==> src/rtl/branch_predictor_btb.sv <==
`default_nettype none
// ============================================================================
// Module      : branch_predictor_btb
// Description : Branch target buffer with selectable direction predictor
//               (static not-taken, bimodal 2-bit counters, or gshare).
//               Zero-latency lookup for IF; resolved-outcome update from EX.
// Revision    : 1.0 - initial release
// ============================================================================
module branch_predictor_btb #(
    parameter int PC_W    = 32,
    parameter int ENTRIES = 16,
    parameter int MODE    = 1,
    parameter int GHR_W   = 4
) (
    input  logic             clk,
    input  logic             reset,
    input  logic [PC_W-1:0]  pred_pc,
    output logic             pred_taken,
    output logic [PC_W-1:0]  pred_target,
    output logic [GHR_W-1:0] pred_ghr,
    input  logic             upd_valid,
    input  logic [PC_W-1:0]  upd_pc,
    input  logic             upd_taken,
    input  logic [PC_W-1:0]  upd_target,
    input  logic [GHR_W-1:0] upd_ghr
);

    localparam int         IDX_W       = $clog2(ENTRIES);
    localparam int         TAG_W       = PC_W - IDX_W - 2;
    localparam logic [1:0] C_CTR_RESET = 2'b01;
    localparam logic [1:0] C_CTR_ALLOC = 2'b10;

    logic             valid_q [ENTRIES];
    logic             valid_d [ENTRIES];
    logic [TAG_W-1:0] tag_q   [ENTRIES];
    logic [TAG_W-1:0] tag_d   [ENTRIES];
    logic [PC_W-1:0]  tgt_q   [ENTRIES];
    logic [PC_W-1:0]  tgt_d   [ENTRIES];
    logic [1:0]       ctr_q   [ENTRIES];
    logic [1:0]       ctr_d   [ENTRIES];
    logic [GHR_W-1:0] ghr_q;
    logic [GHR_W-1:0] ghr_d;
    // Low until the first clock edge after reset release; the update seen
    // on that edge is discarded.
    logic             armed_q;
    logic             armed_d;

    logic [IDX_W-1:0] pred_idx;
    logic [IDX_W-1:0] upd_idx;
    logic [TAG_W-1:0] pred_tag;
    logic [TAG_W-1:0] upd_tag;
    logic             pred_hit;
    logic             upd_hit;
    logic             upd_en;
    logic [1:0]       unused_upd_pc_lsbs;

    assign unused_upd_pc_lsbs = upd_pc[1:0];
    assign pred_tag           = pred_pc[PC_W-1:IDX_W+2];
    assign upd_tag            = upd_pc[PC_W-1:IDX_W+2];

    // Table index: word-aligned PC bits, hashed with history in gshare mode
    always_comb begin
        pred_idx = pred_pc[IDX_W+1:2];
        upd_idx  = upd_pc[IDX_W+1:2];
        if (MODE == 2) begin
            pred_idx = pred_idx ^ IDX_W'(ghr_q);
            upd_idx  = upd_idx ^ IDX_W'(upd_ghr);
        end
    end

    // Combinational lookup; reads pre-update state so same-cycle writes are not forwarded
    always_comb begin
        pred_hit    = valid_q[pred_idx] && (tag_q[pred_idx] == pred_tag);
        pred_taken  = (MODE != 0) && pred_hit && ctr_q[pred_idx][1];
        pred_target = pred_taken ? tgt_q[pred_idx] : pred_pc + PC_W'(4);
        pred_ghr    = (MODE == 2) ? ghr_q : '0;
    end

    // Next-state for table, history and arm flag; everything gated by upd_en
    always_comb begin
        valid_d = valid_q;
        tag_d   = tag_q;
        tgt_d   = tgt_q;
        ctr_d   = ctr_q;
        ghr_d   = ghr_q;
        armed_d = 1'b1;
        upd_en  = upd_valid && armed_q && (MODE != 0);
        upd_hit = valid_q[upd_idx] && (tag_q[upd_idx] == upd_tag);
        if (upd_en) begin
            if (upd_hit) begin
                if (upd_taken) begin
                    ctr_d[upd_idx] = (ctr_q[upd_idx] == 2'b11) ? 2'b11 : ctr_q[upd_idx] + 2'b01;
                    tgt_d[upd_idx] = upd_target;
                end else begin
                    ctr_d[upd_idx] = (ctr_q[upd_idx] == 2'b00) ? 2'b00 : ctr_q[upd_idx] - 2'b01;
                end
            end else if (upd_taken) begin
                valid_d[upd_idx] = 1'b1;
                tag_d[upd_idx]   = upd_tag;
                tgt_d[upd_idx]   = upd_target;
                ctr_d[upd_idx]   = C_CTR_ALLOC;
            end
            if (MODE == 2) begin
                ghr_d = GHR_W'({ghr_q, upd_taken});
            end
        end
    end

    // State registers with asynchronous active-low reset
    always_ff @(posedge clk or negedge reset) begin
        if (!reset) begin
            for (int i = 0; i < ENTRIES; i++) begin
                valid_q[i] <= 1'b0;
                tag_q[i]   <= '0;
                tgt_q[i]   <= '0;
                ctr_q[i]   <= C_CTR_RESET;
            end
            ghr_q   <= '0;
            armed_q <= 1'b0;
        end else begin
            valid_q <= valid_d;
            tag_q   <= tag_d;
            tgt_q   <= tgt_d;
            ctr_q   <= ctr_d;
            ghr_q   <= ghr_d;
            armed_q <= armed_d;
        end
    end

endmodule
`default_nettype wire

==> config.mk <==
export PLATFORM = sky130hd
export DESIGN_NAME = branch_predictor_btb
export DESIGN_NICKNAME = d
export VERILOG_FILES = /design/src/rtl/branch_predictor_btb.sv
export SDC_FILE = /design/constraint.sdc
export NUM_CORES = 2
export LEC_CHECK = 0
export BUFFER_PORTS_ARGS = -buffer_cell sky130_fd_sc_hd__buf_2
export CORE_MARGIN = 8
export CORE_UTILIZATION = 65
export CTS_BUF_LIST = sky130_fd_sc_hd__clkbuf_8
export DETAILED_ROUTE_END_ITERATION = 6
export GPL_TIMING_DRIVEN = 0
export HOLD_SLACK_MARGIN = 0.08
export PLACE_DENSITY = 0.87
export SYNTH_ARGS = -nofsm -noshare
export SYNTH_HDL_FRONTEND = slang
export SYNTH_SLANG_ARGS = --single-unit
export TNS_END_PERCENT = 10
==> constraint.sdc <==
create_clock -name clk -period 3.4 [get_ports clk]
set_input_delay 0.17 -clock clk [delete_from_list [all_inputs] [get_ports clk]]
set_output_delay 0.17 -clock clk [all_outputs]
set_load 0.02 [all_outputs]
## Yosys cells after proc, flatten, opt, wreduce, memory -nomap -nowiden

Cells that the tools add are included.

| storage, ports and cells | value |
|---|---|
| input port bits | 104 |
| register bits after elaboration | 977 |
| output and inout bits | 37 |
| word-level logic and storage cells | 130 |

| cells by class | value |
|---|---|
| equality and inequality tests | 3 |
| muxes and demuxes | 39 |
| add/subtract/negate cells | 3 |
| bitwise gates (word level) | 7 |
| reductions and logical operators | 10 |
| magnitude comparators | 3 |

Operators by type and width:

| kind | number |
|---|---|
| 512-bit bitwise mux | 1 |
| 416-bit bitwise mux | 1 |
| 32-bit 2-to-1 mux | 7 |
| 26-bit binary-select mux with 4-bit select | 2 |
| 26-bit 2-to-1 mux | 5 |
| 32-bit binary-select mux with 4-bit select | 1 |
| 32-bit demux with 4-bit select | 1 |
| 26-bit demux with 4-bit select | 1 |
| 32-bit bitwise mux | 2 |
| 26-bit equality test | 2 |
| 32-bit by 3-bit adder with 32-bit output, second input constant | 1 |
| 16-bit bitwise OR | 2 |
| 16-bit bitwise AND | 1 |
| 2-bit binary-select mux with 4-bit select | 2 |
| 16-bit inverter | 1 |
| 2-bit 2-to-1 mux | 7 |
| 5-bit >= comparator, second input constant | 2 |
| 4-bit inverter with 5-bit output | 2 |
| 1-bit binary-select mux with 4-bit select | 2 |
| 2-bit demux with 4-bit select | 1 |
| 1-bit logical AND | 5 |
| 5-bit by 1-bit < comparator with 1-bit output, second input constant | 1 |
| 1-bit 2-to-1 mux | 5 |
| 1-bit demux with 4-bit select | 1 |
| 8 further kinds | 9 |

## Depth between registers and ports, before layout

| depth | value |
|---|---|
| depth after elaboration | 9 |
| depth in mapped cells | 16 |
| mapped depth without buffers | 9 |

## Worst setup path after synthesis

No wires, ideal clock.

| path | value |
|---|---|
| path type | input-to-output |
| start | input pred_pc[2] |
| end | output pred_target[12] |
| arrival | 3.119 ns |
| buffers on the path | 4 |
| required time | 3.230 ns |
| slack | 0.111 ns |
| stages on the path | 13 |
| cells stage by stage | buf_2 buf_2 buf_2 mux2_2 nor3b_1 nor3_1 o21ai_0 o21ai_0 or4_1 a211oi_2 nand4_1 buf_2 mux2_1 |

| on the way | value |
|---|---|
| longest elaborated chain between the ends | 8 |
| elaborated cells on any way between the ends | 18 |
| classes of those cells | 1 x add/sub; 1 x eq/ne; 13 x mux; 1 x bitwise; 2 x reduce/logical |

RTL lines:

| what | line | source |
|---|---|---|
| from (decl) | 17 | `input logic [PC_W-1:0] pred_pc,` |
| 4-bit inverter with 5-bit output (not written as such) | 73, 74, 75 |  |
| 26-bit binary-select mux with 4-bit select | 73 | `pred_hit = valid_q[pred_idx] && (tag_q[pred_idx] == pred_tag);` |
| 26-bit 2-to-1 mux (not written as such) (2 in series) | 73 |  |
| 26-bit equality test | 73 |  |
| 1-bit logical AND | 73 |  |
| 1-bit logical AND | 74 | `pred_taken = (MODE != 0) && pred_hit && ctr_q[pred_idx][1];` |
| 32-bit 2-to-1 mux * | 75 | `pred_target = pred_taken ? tgt_q[pred_idx] : pred_pc + PC_W'(4);` |
| to (decl) | 19 | `output logic [PC_W-1:0] pred_target,` |

Mark *: on every way between the ends. The rest lies on a longest branch, timed or not. The select of a mux whose other input is x is not followed.

## Worst setup path in the final report

| path | value |
|---|---|
| start | input pred_pc[3] |
| end | output pred_target[6] |

Same word-level chain as after synthesis.

==> flow_summary.ini <==
[power_and_ir_drop]
power_mw = 29.9
net-switching-power_mw = 8.47
internal_power_mw = 21.4
pwr-share-clk_pct = 34.3
power.share.combinational_pct = 18.1
ir_drop_mv = 0.475
p_leak_nw = 26.0
switching_share_pct = 28.4
p_seq_share_pct = 47.6
p_per_area_mw_per_mm2 = 522

[layout]
layout.nets = 3681
fin_cells = 4735
layout-drive-gt1-share_pct = 52.3
final_core_util_pct = 75.2
area.growth.synth_to_final_pct = 14.4

[route]
wl_per_cell_microns = 34.2
ant_nets = 0
routed_wl_microns = 162000
vias_per_cell = 7.14
post-route-drc-count = 0
drtIter0Drc = 4295
detail_route.first_pass.iterations = 6
dr_total_vias = 33800

[timing]
fin_crit_sh_pct = 133
layout_min_cycle_time_ns = 4.53
worst_slew_pin_slew_ns = 1.39
setup_violations = 338
maxSlewViolCount = 0
slew_headroom_pct = 7.03
fin_skew_ns = 0.0526
rsz0062_at_grt = yes
worst_slack_ns = -1.13
hold_viol_final = 0
fmax_mhz = 221

[floorplan]
dieHeight_microns = 293
initial_core_util_pct = 65.8
num_rows = 101
core_sq_mm = 0.0761
dieWidth_microns = 293
dieArea_sq_mm = 0.0861
io_pins = 141

[yosys]
avgSynthCellArea_sq_um = 15.6
yosysMostFrequentCell = dfrtp_1
yosys_warnings = 0
synth_area_sq_mm = 0.0500
synth_seq_cells = 977
syn_inst = 3205
async_reset_ff_share_pct = 100
synth_ff_type = dfrtp_1
synth_edf_count = 0
synth_cell_types = 71
yosysTopAreaCell = dfrtp_1
netlist.area_leader.share_pct = 48.1
ys_top_cells_by_count = dfrtp_1 (961), mux2_2 (800), mux4_2 (379), clkbuf_1 (169), mux2_4 (152)
synth_area_leaders = dfrtp_1 (48%), mux2_2 (18%), mux4_2 (17%)
seq_area_frac_synth_pct = 48.9

[place]
place_congestion = 1.00
dpl.cell_count = 4363
portBuffers = 115
pre_cts_slack_ns = -1.95
dpl.hpwl_microns = 108000

[worst_setup_path]
crit_required_ns = 3.23
worstSetupEndpointType = output port
worstPathCellList = buf_2 -> buf_2 -> buf_2 -> buf_2 -> mux4_2 -> mux2i_1 -> o22ai_1 -> a211o_1 -> nor4_1 -> nand4_1 -> buf_6 -> buf_12 -> mux2_2 -> buf_2
crit_path_frequent_cell = buf_2
cpPeakStageDelay_ns = 0.50
worst-setup-path-type = in -> out
slowest_stage = mux2i_1
cp_max_fo = 10
cp-start-kind = primary input
arrival_ns = 4.36

[grt]
grt_pass1_vias = 36000
track_usage_pct = 37.5
grt_max_degree = 137
grt_pass1_wl_microns = 238000
antenna_found_initial = 13
grt_overflow = 0

[run]
cap_violations = 0

[clock_network]
clock-sinks = 977
clk_pin_slew_ns = 0.06
cts_root_buffer = clkbuf_8
tritoncts = built
cts.path.max_buffers = 3
clk-insertion-delay-late_ns = 0.87
htree_levels = 4
cts_buffers = 159

[outcome]
violations = negative setup slack
outcome = finished, violations left

[worst_hold_path]
holdCritPathClass = in -> reg
[sequential cells by signal, summed over array words and instances (netlist names)]
signal   flops
valid_q     16
tgt_q      512
ctr_q       32
armed_q      1
tag_q      416
[routing by layer]
metal / global-route usage (%) / share of wire [%] / up-vias
li1: - / - / 12900
met1: 45.9 / 35 / 17600
met2: 57.3 / 46 / 2476
met3: 12.5 / 12 / 729
met4: 24.0 / 7.3 / 14
met5: 0 / 0.064 / -
[layout by cell type (no fill, tap or decap), types with 39 or more instances in the layout]
| cell type | instances |
|---|---|
| mux4_2 | 379 |
| xnor2_1 | 54 |
| buf_2 | 115 |
| inv_1 | 69 |
| dlygate4sd3_1 | 60 |
| clkbuf_8 | 199 |
| nand2_1 | 63 |
| dfrtp_1 | 961 |
| mux2i_1 | 66 |
| nor2_1 | 47 |
| clkbuf_1 | 148 |
| buf_4 | 54 |
| o21ai_0 | 39 |
| mux2_4 | 176 |
| mux2_2 | 796 |
[power groups by stage]
stage          clock network (mW)  registers, mW  logic [mW]
2_1_floorplan                   0           13.9        3.58
3_3_place_gp                    0           14.2        4.78
3_5_place_dp                    0           14.3        5.02
4_1_cts                      10.2           14.1        5.23
5_1_grt                      10.7           14.3        5.64
6_report                     10.2           14.2        5.41
[worst paths after layout]
| check | from | to | slack (ns) | cells past startpoint |
|---|---|---|---|---|
| worst max-delay path | pred_pc[3] | pred_target[6] | -1.13 | 14 |
| max in group asynchronous | reset | tgt_q[341]$_DFFE_PN0P_ | 1.26 | 6 |
| worst max register to register | tag_q[224]$_DFFE_PN0P_ | tag_q[228]$_DFFE_PN0P_ | -0.13 | 13 |
| worst min-delay path | upd_pc[31] | tag_q[51]$_DFFE_PN0P_ | 0.16 | 3 |
| min in group asynchronous | reset | tag_q[327]$_DFFE_PN0P_ | 0.53 | 4 |
| worst min register to register | ctr_q[12]$_DFFE_PN1P_ | ctr_q[12]$_DFFE_PN1P_ | 0.49 | 2 |
[timing repair]
action	4_1_cts	5_1_grt
pin swaps	18	10
setup endpoints to repair	561	396
buffers inserted	9	10
gates cloned	0	2
resized for setup	228	74
endpoints found under the hold margin	1136	0
hold buffers	61	0
[critical path: cells and delay by family]
family / cells / cell delay [ns]
AND/OR/NAND/NOR: 2 / 0.64
buffers and inverters: 7 / 1.77
AO/OA/AOI/OAI: 2 / 0.54
multiplexers: 3 / 1.20
[final cells by class]
class | instances | area [sq um]
multi-input combinational | 1932 | 24600
clock inverter | 78 | 395
timing repair buffer | 206 | 1760
inverter | 11 | 41.3
buffer | 289 | 1910
sequential | 977 | 24500
clock buffer | 199 | 2740
fill | 4377 | 18900
antenna | 13 | 32.5
tap | 1030 | 1290
[stage by stage]
step / cell area [sq um] / setup TNS, ns / hold slack, ns
after detailed placement: 52200 / -932.29 / 0.241
after floorplan: 50000 / 0 / -0.126
after CTS: 56800 / -31.27 / 0.0846
after global routing: 57200 / -54.35 / 0.157
final: 57200 / -63.57 / 0.165
after global placement: 51900 / - / 0.471
[cell families (layout without fill, tap and decap cells)]
| group | after synthesis | count (layout) | synth area share, % |
|---|---|---|---|
| AO/OA/AOI/OAI | 166 | 166 | 2.32 |
| XOR/XNOR | 73 | 73 | 1.28 |
| adder cells (fa/ha/maj) | 2 | 2 | 0.0450 |
| buffers and inverters | 300 | 783 | 2.90 |
| flip-flops | 977 | 977 | 48.9 |
| multiplexers | 1426 | 1426 | 41.6 |
| other | 2 | 18 | 0.0150 |
| AND/OR/NAND/NOR | 259 | 260 | 2.94 |
Power figures use the tool's default switching activity.
